==> config.mk <==
export PLATFORM = sky130hd
export DESIGN_NAME = ni_injector
export DESIGN_NICKNAME = d
export VERILOG_FILES = /design/src/rtl/ni_injector_pkg.sv /design/src/rtl/ni_fifo.sv /design/src/rtl/ni_injector.sv
export SDC_FILE = /design/constraint.sdc
export NUM_CORES = 1
export LEC_CHECK = 0
export ABC_CLOCK_PERIOD_IN_PS = 3300
export CAP_MARGIN = 20
export CORE_MARGIN = 4
export CORE_UTILIZATION = 45
export CTS_CLUSTER_DIAMETER = 50
export DETAILED_ROUTE_END_ITERATION = 12
export GPL_TIMING_DRIVEN = 0
export PLACE_DENSITY = 0.65
export SLEW_MARGIN = 20
export SYNTH_ARGS = -nofsm -noshare
export SYNTH_HDL_FRONTEND = slang
export SYNTH_SLANG_ARGS = --single-unit
==> constraint.sdc <==
create_clock -name clock -period 3.3 [get_ports clock]
set_input_delay 0.66 -clock clock [delete_from_list [all_inputs] [get_ports clock]]
set_output_delay 0.66 -clock clock [all_outputs]
set_load 0.005 [all_outputs]
==> src/rtl/ni_injector_pkg.sv <==
// ni_injector_pkg: constants and types shared by the network-interface send
// stage and its payload FIFO.
//   TAM_FLIT - flit width in bits (header, size and payload flits alike)
//   state_t  - send-stage FSM state encoding
package ni_injector_pkg;

  localparam int TAM_FLIT = 16;

  typedef enum logic [1:0] {
    S_IDLE    = 2'd0,
    S_HEADER  = 2'd1,
    S_SIZE    = 2'd2,
    S_PAYLOAD = 2'd3
  } state_t;

endpackage

==> src/rtl/ni_fifo.sv <==
// ni_fifo: synchronous payload buffer for the send stage.
// Ports:
//   clock, reset    - design clock, asynchronous active-low reset
//   push, data_in   - write request and word (ignored while full)
//   pop             - read request (ignored while empty)
//   full, empty     - occupancy flags decoded from the registered count
//   head            - oldest stored word, 0 when empty
// DEPTH must be a power of two so that the pointers wrap naturally.
module ni_fifo #(
  parameter int WIDTH = 16,
  parameter int DEPTH = 8
) (
  input  logic             clock,
  input  logic             reset,
  input  logic             push,
  input  logic [WIDTH-1:0] data_in,
  input  logic             pop,
  output logic             full,
  output logic             empty,
  output logic [WIDTH-1:0] head
);

  localparam int AW = $clog2(DEPTH);
  localparam logic [AW:0] FULL_COUNT = (AW+1)'(DEPTH);

  logic [WIDTH-1:0] mem [DEPTH];
  logic [AW-1:0]    rd_ptr;
  logic [AW-1:0]    wr_ptr;
  logic [AW:0]      count;
  logic             do_push;
  logic             do_pop;

  assign full    = (count == FULL_COUNT);
  assign empty   = (count == '0);
  assign do_push = push && !full;
  assign do_pop  = pop && !empty;
  // No write-to-read bypass: a word pushed into an empty FIFO shows on head
  // only after it has been stored.
  assign head    = empty ? '0 : mem[rd_ptr];

  always_ff @(posedge clock or negedge reset) begin
    if (!reset) begin
      rd_ptr <= '0;
      wr_ptr <= '0;
      count  <= '0;
    end else begin
      if (do_push) wr_ptr <= wr_ptr + 1'b1;
      if (do_pop)  rd_ptr <= rd_ptr + 1'b1;
      case ({do_push, do_pop})
        2'b10:   count <= count + 1'b1;
        2'b01:   count <= count - 1'b1;
        default: ;
      endcase
    end
  end

  // Storage is data only and needs no reset.
  always_ff @(posedge clock) begin
    if (do_push) mem[wr_ptr] <= data_in;
  end

endmodule

==> src/rtl/ni_injector.sv <==
// ni_injector: network-interface send stage feeding a router Local port.
// Takes a packet descriptor (target, size) and a payload word stream and
// serialises them as header flit, size flit, then size payload flits, under
// credit flow control.
// Ports:
//   clock, reset                             - clock, asynchronous active-low reset
//   pkt_valid/pkt_ready/pkt_target/pkt_size  - descriptor handshake
//   payload_valid/payload_ready/payload_data - payload word handshake into FIFO
//   tx, data_out                             - flit toward router Local rx/data_in
//   credit_i                                 - router can take a flit this cycle
//   busy                                     - a packet is in progress
//   pkt_sent                                 - pulse the cycle after the last flit moves
// FIFO_DEPTH must be a power of two and at least 2.
module ni_injector
  import ni_injector_pkg::*;
#(
  parameter int FIFO_DEPTH = 8
) (
  input  logic                clock,
  input  logic                reset,
  input  logic                pkt_valid,
  output logic                pkt_ready,
  input  logic [TAM_FLIT-1:0] pkt_target,
  input  logic [TAM_FLIT-1:0] pkt_size,
  input  logic                payload_valid,
  output logic                payload_ready,
  input  logic [TAM_FLIT-1:0] payload_data,
  output logic                tx,
  output logic [TAM_FLIT-1:0] data_out,
  input  logic                credit_i,
  output logic                busy,
  output logic                pkt_sent
);

  state_t              state;
  state_t              state_nxt;
  logic [TAM_FLIT-1:0] target_q;
  logic [TAM_FLIT-1:0] size_q;
  logic [TAM_FLIT-1:0] remaining;
  logic                fifo_full;
  logic                fifo_empty;
  logic [TAM_FLIT-1:0] fifo_head;
  logic                pop;
  logic                last_xfer;

  ni_fifo #(
    .WIDTH (TAM_FLIT),
    .DEPTH (FIFO_DEPTH)
  ) u_fifo (
    .clock   (clock),
    .reset   (reset),
    .push    (payload_valid),
    .data_in (payload_data),
    .pop     (pop),
    .full    (fifo_full),
    .empty   (fifo_empty),
    .head    (fifo_head)
  );

  assign payload_ready = !fifo_full;
  assign busy          = (state != S_IDLE);
  assign pop           = (state == S_PAYLOAD) && tx && credit_i;

  // Moore outputs and next state. credit_i only matters where tx is high.
  always_comb begin
    state_nxt = state;
    tx        = 1'b0;
    data_out  = '0;
    pkt_ready = 1'b0;
    last_xfer = 1'b0;
    case (state)
      S_IDLE: begin
        pkt_ready = 1'b1;
        if (pkt_valid) state_nxt = S_HEADER;
      end
      S_HEADER: begin
        tx       = 1'b1;
        data_out = target_q;
        if (credit_i) state_nxt = S_SIZE;
      end
      S_SIZE: begin
        tx       = 1'b1;
        data_out = size_q;
        if (credit_i) begin
          if (size_q == '0) begin
            state_nxt = S_IDLE;
            last_xfer = 1'b1;
          end else begin
            state_nxt = S_PAYLOAD;
          end
        end
      end
      S_PAYLOAD: begin
        // Starved FIFO simply drops tx; head is 0 when empty.
        tx       = !fifo_empty;
        data_out = fifo_head;
        if (!fifo_empty && credit_i && remaining == TAM_FLIT'(1)) begin
          state_nxt = S_IDLE;
          last_xfer = 1'b1;
        end
      end
      default: state_nxt = S_IDLE;
    endcase
  end

  always_ff @(posedge clock or negedge reset) begin
    if (!reset) begin
      state     <= S_IDLE;
      remaining <= '0;
      pkt_sent  <= 1'b0;
    end else begin
      state    <= state_nxt;
      pkt_sent <= last_xfer;
      if (state == S_SIZE && credit_i) remaining <= size_q;
      else if (pop)                    remaining <= remaining - 1'b1;
    end
  end

  // Descriptor capture; pkt_ready is only high in IDLE.
  always_ff @(posedge clock) begin
    if (pkt_valid && pkt_ready) begin
      target_q <= pkt_target;
      size_q   <= pkt_size;
    end
  end

endmodule

=== Word-level counts from Yosys, hierarchy flattened ===
Memory sizes are Yosys's and may differ from the RTL's.
Cells that the tools add are included.

* Bits in registers: 61
* Bits in writable memories: 128
* Output and inout bits: 21
* Memories: 1

* Add/subtract/negate cells: 5
* Equal/unequal tests: 11
* Muxes and demuxes: 19
* Reductions and logical operators: 18

{| class="wikitable"
|+ Memories
! memory !! words !! bits a word !! rd ports !! clocked after Yosys merged registers in !! write ports !! line !! source
|-
| u_fifo.mem || 8 || 16 || 1 || 0 || 1 || ni_fifo.sv:26 || <nowiki>logic [WIDTH-1:0] mem [DEPTH];</nowiki>
|}

{| class="wikitable"
|+ Operators with widths
! cell !! number
|-
| 16-bit 2-to-1 mux || 3
|-
| 16-bit one-hot mux with 3 select lines || 1
|-
| 16-bit by 1-bit == test with 1-bit output, second input constant || 1
|-
| 16-bit zero test || 1
|-
| 16-bit by 1-bit subtractor with 16-bit output, second input constant || 1
|-
| 2-bit 2-to-1 mux || 5
|-
| 1-bit logical AND || 8
|-
| 2-bit one-hot mux with 4 select lines || 1
|-
| 4-bit one-hot mux with 2 select lines || 1
|-
| 3-bit by 1-bit adder with 3-bit output, second input constant || 2
|-
| 2-bit == test, second input constant || 3
|-
| 1-bit 2-to-1 mux || 6
|-
| 2-bit inequality test, second input constant || 3
|-
| 2-bit nonzero test || 3
|-
| 4-bit by 1-bit adder with 4-bit output, second input constant || 1
|-
| 2-bit by 1-bit == test with 1-bit output, second input constant || 2
|-
| 4-bit == test, second input constant || 1
|-
| 4-bit zero test || 1
|-
| 1-bit one-hot mux with 2 select lines || 2
|-
| 4-bit AND reduction || 1
|-
| 4-bit by 1-bit subtractor with 4-bit output, second input constant || 1
|-
| 1-bit zero test || 2
|-
| 2-bit zero test || 1
|-
| 2-bit by 1-bit inequality test with 1-bit output, second input constant || 1
|-
| 2-bit OR reduction || 1
|}

=== Depth between registers and ports, before layout ===
* Depth in word-level cells: 8
* Depth in mapped cells: 10
* Depth with buffers taken out: 10

=== Hierarchy ===
From an unflattened synthesis, not the netlist that was laid out.

* Cell total of the unflattened synthesis: 488
* Area total of the unflattened synthesis: 8025.2 sq um

{| class="wikitable"
|+ By module, submodules not included
! module !! times used !! cells an instance !! area each (sq um) !! seq. area each (sq um)
|-
| ni_fifo || 1 || 264 || 5476.5 || 4093.9
|-
| ni_injector || 1 || 224 || 2548.7 || 1436.4
|}

=== Worst setup path after synthesis ===
Ideal clock, no wire load.

* Path type: input to register
* Start point: input port payload_valid
* End point: memory u_fifo.mem[0][0] (enable)
* Library setup time: 409 ps
* Arrival time: 2200 ps
* Required time: 2891 ps
* Slack: 691 ps
* Cell stages on the path: 3
* Buffers on the path: 0
* Path through: nand2_1 > or2_2 > nor3_1

* Word-level cells in the longest chain between the ends: 3

{| class="wikitable"
|+ RTL lines
! item !! line !! source
|-
| from (decl) || ni_injector.sv:25 || <nowiki>input logic payload_valid,</nowiki>
|-
| 1-bit logical AND || ni_fifo.sv:35 || <nowiki>assign do_push = push && !full;</nowiki>
|-
| 1-bit 2-to-1 mux || ni_fifo.sv:59 || <nowiki>if (do_push) mem[wr_ptr] <= data_in;</nowiki>
|-
| 1-bit 2-to-1 mux (not written as such) || ni_fifo.sv:59 ||
|-
| to (decl) || ni_fifo.sv:26 ||
|}

No other way between the ends.

=== Final worst setup path ===
* Start point: register u_fifo.rd_ptr[0]
* End point: output port data_out[10]

* Word-level cells in the longest chain between the ends: 3

{| class="wikitable"
|+ RTL lines
! item !! line !! source
|-
| from (decl) || ni_fifo.sv:27 || <nowiki>logic [AW-1:0] rd_ptr;</nowiki>
|-
| from (signal assigned) || ni_fifo.sv:48 || <nowiki>if (do_pop) rd_ptr <= rd_ptr + 1'b1;</nowiki>
|-
| memory read 8 x 16 bit || n/a ||
|-
| 16-bit 2-to-1 mux || ni_fifo.sv:39 || <nowiki>assign head = empty ? '0 : mem[rd_ptr];</nowiki>
|-
| 16-bit one-hot mux with 3 select lines || ni_injector.sv:71 || <nowiki>case (state)</nowiki>
|-
| to (decl) || ni_injector.sv:29 || <nowiki>output logic [TAM_FLIT-1:0] data_out,</nowiki>
|}

No other way between the ends.

==> impl_metrics.xml <==
<?xml version="1.0" encoding="UTF-8"?>
<metrics>
  <group name="status">
    <metric name="run_status" unit="">complete, no violations</metric>
  </group>
  <group name="yosys">
    <metric name="post_synth_instance_area" unit="um^2">7850</metric>
    <metric name="synth_top_flop_cell" unit="">edfxtp_1</metric>
    <metric name="post_synth_inst_count" unit="">457</metric>
    <metric name="syn-num-nets" unit="">523</metric>
    <metric name="synth_cell_type_count" unit="">49</metric>
    <metric name="yosys_warnings" unit="">0</metric>
    <metric name="synthArstFlopShare" unit="%">15.3</metric>
    <metric name="synth.yosys.seq_area_share" unit="%">70.4</metric>
    <metric name="postSynthRegisterBits" unit="">189</metric>
    <metric name="count_of_flip_flops_with_a_built_in_enable_after_synthesis" unit="">160</metric>
    <metric name="syn-mean-instance-area" unit="um^2">17.2</metric>
  </group>
  <group name="detailed_routing">
    <metric name="via_count" unit="">4504</metric>
    <metric name="detail_route.first_pass.iterations" unit="">5</metric>
    <metric name="post_drt_wl_per_cell" unit="um">22.0</metric>
    <metric name="drc" unit="">0</metric>
    <metric name="routed_wl" unit="um">17400</metric>
    <metric name="drtAntennaViolNets" unit="">0</metric>
    <metric name="route.detailed.vias_per_inst" unit="">5.68</metric>
    <metric name="drt-initial-drc-count" unit="">380</metric>
  </group>
  <group name="timing">
    <metric name="maxClockFrequency" unit="MHz">311</metric>
    <metric name="tightestPinTransition" unit="ns">0.748</metric>
    <metric name="maxSlewHeadroom" unit="%">50.1</metric>
    <metric name="layout_min_cycle_time" unit="ns">3.22</metric>
    <metric name="rsz0062_at_grt" unit="">yes</metric>
    <metric name="report.final.setup_viol" unit="">0</metric>
    <metric name="slew_violations" unit="">0</metric>
    <metric name="setup_tns_after_final_layout" unit="ns">0</metric>
    <metric name="worst_clock_skew" unit="ns">0.00865</metric>
    <metric name="final-hold-violation-count" unit="">0</metric>
    <metric name="min_period_over_period" unit="%">97.6</metric>
    <metric name="post_route_hold_slack" unit="ns">0.275</metric>
  </group>
  <group name="cells_and_area">
    <metric name="antenna-diode-count" unit="">0</metric>
    <metric name="synthesis_to_finish_area_growth" unit="%">23.5</metric>
    <metric name="final.fill_count" unit="">1372</metric>
    <metric name="final_cell_count_no_fill" unit="">793</metric>
    <metric name="mostFrequentLayoutCell" unit="">edfxtp_1</metric>
    <metric name="post_route_cells_drive_above_1_share" unit="%">22.0</metric>
    <metric name="area.sequential" unit="um^2">5530</metric>
    <metric name="layout.cells.most_common_list" unit="">edfxtp_1, clkdlybuf4s50_1, mux4_2, dfrtp_1, nand2_1</metric>
    <metric name="finish.net_count" unit="">621</metric>
    <metric name="multi_input_area" unit="um^2">2270</metric>
    <metric name="finalCoreUtilization" unit="%">56.4</metric>
  </group>
  <group name="setup_path">
    <metric name="timing.critical_path.cells" unit="">buf_6 -&gt; mux4_2 -&gt; mux2i_1 -&gt; o22ai_1 -&gt; clkdlybuf4s50_1</metric>
    <metric name="arrival_time_worst_endpoint" unit="ns">2.56</metric>
    <metric name="crit_slowest_cell" unit="">mux4_2</metric>
    <metric name="critical_path_startpoint" unit="">u_fifo.rd_ptr[0]</metric>
    <metric name="class_of_the_most_critical_setup_path" unit="">flop to output port</metric>
    <metric name="worstPathRequired" unit="ns">2.64</metric>
    <metric name="rrSetupSlack" unit="ns">0.51</metric>
    <metric name="worst-r2r-cell-count" unit="">10</metric>
    <metric name="critical_path.reg2reg.startpoint" unit="">state[0]</metric>
    <metric name="critPathCapture" unit="">data_out[10]</metric>
    <metric name="cp_max_fo" unit="">10</metric>
    <metric name="worstSetupEndpointType" unit="">output port</metric>
    <metric name="cpPeakStageDelay" unit="ns">0.52</metric>
    <metric name="critical_path.reg2reg.endpoint" unit="">u_fifo.count[3]</metric>
    <metric name="critPathLaunchType" unit="">flop</metric>
  </group>
  <group name="global_route">
    <metric name="groute.usage.overall" unit="%">18.5</metric>
    <metric name="grt_first_pass_wirelength" unit="um">27400</metric>
    <metric name="number_of_antenna_violations_at_the_first_check_in_global_routing" unit="">0</metric>
    <metric name="number_of_global_route_vias_before_repair" unit="">4803</metric>
    <metric name="overflow" unit="">0</metric>
    <metric name="grt_max_degree" unit="">30</metric>
  </group>
  <group name="place">
    <metric name="routabilityCongestion" unit="">0.894</metric>
    <metric name="dp_hpwl" unit="um">12400</metric>
    <metric name="placed_cells_incl_taps" unit="">766</metric>
    <metric name="port_buffers" unit="">73</metric>
  </group>
  <group name="floorplanning">
    <metric name="die-width" unit="um">140</metric>
    <metric name="initial_utilization" unit="%">45.7</metric>
    <metric name="design.portCount" unit="">74</metric>
    <metric name="floorplan.die_area" unit="um^2">19600</metric>
    <metric name="core_area" unit="um^2">17200</metric>
    <metric name="std_cell_rows" unit="">48</metric>
    <metric name="die_h" unit="um">140</metric>
  </group>
  <group name="cts">
    <metric name="hold_buffers" unit="">0</metric>
    <metric name="cts_inserted_buffers" unit="">17</metric>
    <metric name="ctsRootBufferMaster" unit="">clkbuf_16</metric>
    <metric name="tritoncts" unit="">done</metric>
    <metric name="clkLatencyLatePin" unit="ns">0.43</metric>
    <metric name="clock_tree.htree_level_count" unit="">4</metric>
    <metric name="clk_path_buf_depth" unit="">2</metric>
    <metric name="cts.clk_slew.worst_paths" unit="ns">0.07</metric>
    <metric name="sink_count_of_the_clock_tree" unit="">189</metric>
  </group>
  <group name="power_and_ir_drop">
    <metric name="post-layout-total-power" unit="mW">8.51</metric>
    <metric name="power_per_cell_area" unit="nW/um^2">878</metric>
    <metric name="worst_voltage_drop_across_the_vdd_grid" unit="mV">0.497</metric>
    <metric name="leakage" unit="nW">3.26</metric>
  </group>
  <group name="job">
    <metric name="drv_cap" unit="">0</metric>
  </group>
  <group name="worst_hold_path">
    <metric name="min_path_type" unit="">primary input to async pin</metric>
  </group>
</metrics>
[area by class of cell]
type | instances | share of cell area [%]
multi-input combinational | 236 | 23.4
clock inverter | 13 | 1.24
tap | 225 | 2.90
sequential | 189 | 57.1
clock buffer | 19 | 4.47
inverter | 9 | 0.348
buffer | 17 | 1.68
timing repair buffer | 85 | 8.93
[repair_timing]
item	4_1_cts	5_1_grt
setup endpoints to repair	16	14
buffers inserted	0	1
resized for setup	30	14
hold endpoints to repair	0	0
[layer usage]
metal,track usage (%),part of all wire [%],vias to the layer above
met4,5.66,1.6,0
met1,24.6,42,2289
met3,4.85,5.2,20
met5,0,0,-
li1,-,-,2056
met2,30.2,51,139
[where the power goes]
part,switching [mW],internal [mW],total (mW),leakage [nW]
logic,1.56,1.57,3.13,1.17
clock network,0.917,0.999,1.92,0.270
registers,0.367,3.10,3.46,1.81
[flip-flops by register name, indices dropped and copies added (netlist names)]
name and count:
u_fifo.wr_ptr 3, remaining 16, u_fifo.mem 128, u_fifo.rd_ptr 3
target_q 16, u_fifo.count 4, size_q 16, pkt_sent 1
state 2
[kinds of logic after synthesis]
family,share of synthesized area [%]
buf+inv,1.94
flops,70.4
fa+ha+maj,2.17
compound gates,6.93
simple gates,5.79
xor+xnor,1.23
mux,11.5
[per-stage QoR]
stage / setup slack (ns) / area [um^2]
final: 0.0807 / 9700
after global routing: -0.0412 / 9700
after CTS: 0.00296 / 9650
after detailed placement: -0.0194 / 9020
after global placement: -0.941 / 8860
after floorplan: 0.691 / 7850
[worst min-delay path by stage]
stage,start,end,depth (start not counted),slack [ns]
final,reset,u_fifo.count[0],1,0.27
after detailed placement,remaining[15],remaining[15],2,0.49
after global placement,remaining[15],remaining[15],2,0.50
after floorplan,reset,pkt_sent,0,0.36
after CTS,reset,u_fifo.count[1],1,0.29
after global routing,reset,u_fifo.count[0],1,0.32
[synth_stat cells, drive strengths merged (3+ instances only)]
library cell	number	area share, %
a21oi	7	0.45
a221o	7	0.91
a22oi	18	1.7
and2	5	0.41
buf	7	0.49
clkbuf	16	1.0
dfrtp	29	9.2
edfxtp	160	61
ha	12	1.9
inv	9	0.43
mux2i	16	2.0
mux4	32	9.2
nand2	22	1.1
nand4	3	0.24
nor2	17	0.81
nor3	11	0.70
nor3b	3	0.29
nor4	12	1.1
o21ai	16	1.0
o22ai	18	1.4
or4	3	0.38
xnor2	8	0.89
xor2	3	0.33
[worst max-delay path, delay by kind of cell, from the launching register on]
family / cells / cell delay [ns]
multiplexers: 2 / 0.78
AO/OA/AOI/OAI: 1 / 0.16
flip-flops: 1 / 0.48
buffers and inverters: 2 / 0.70
(Power assumes the default switching activity.)
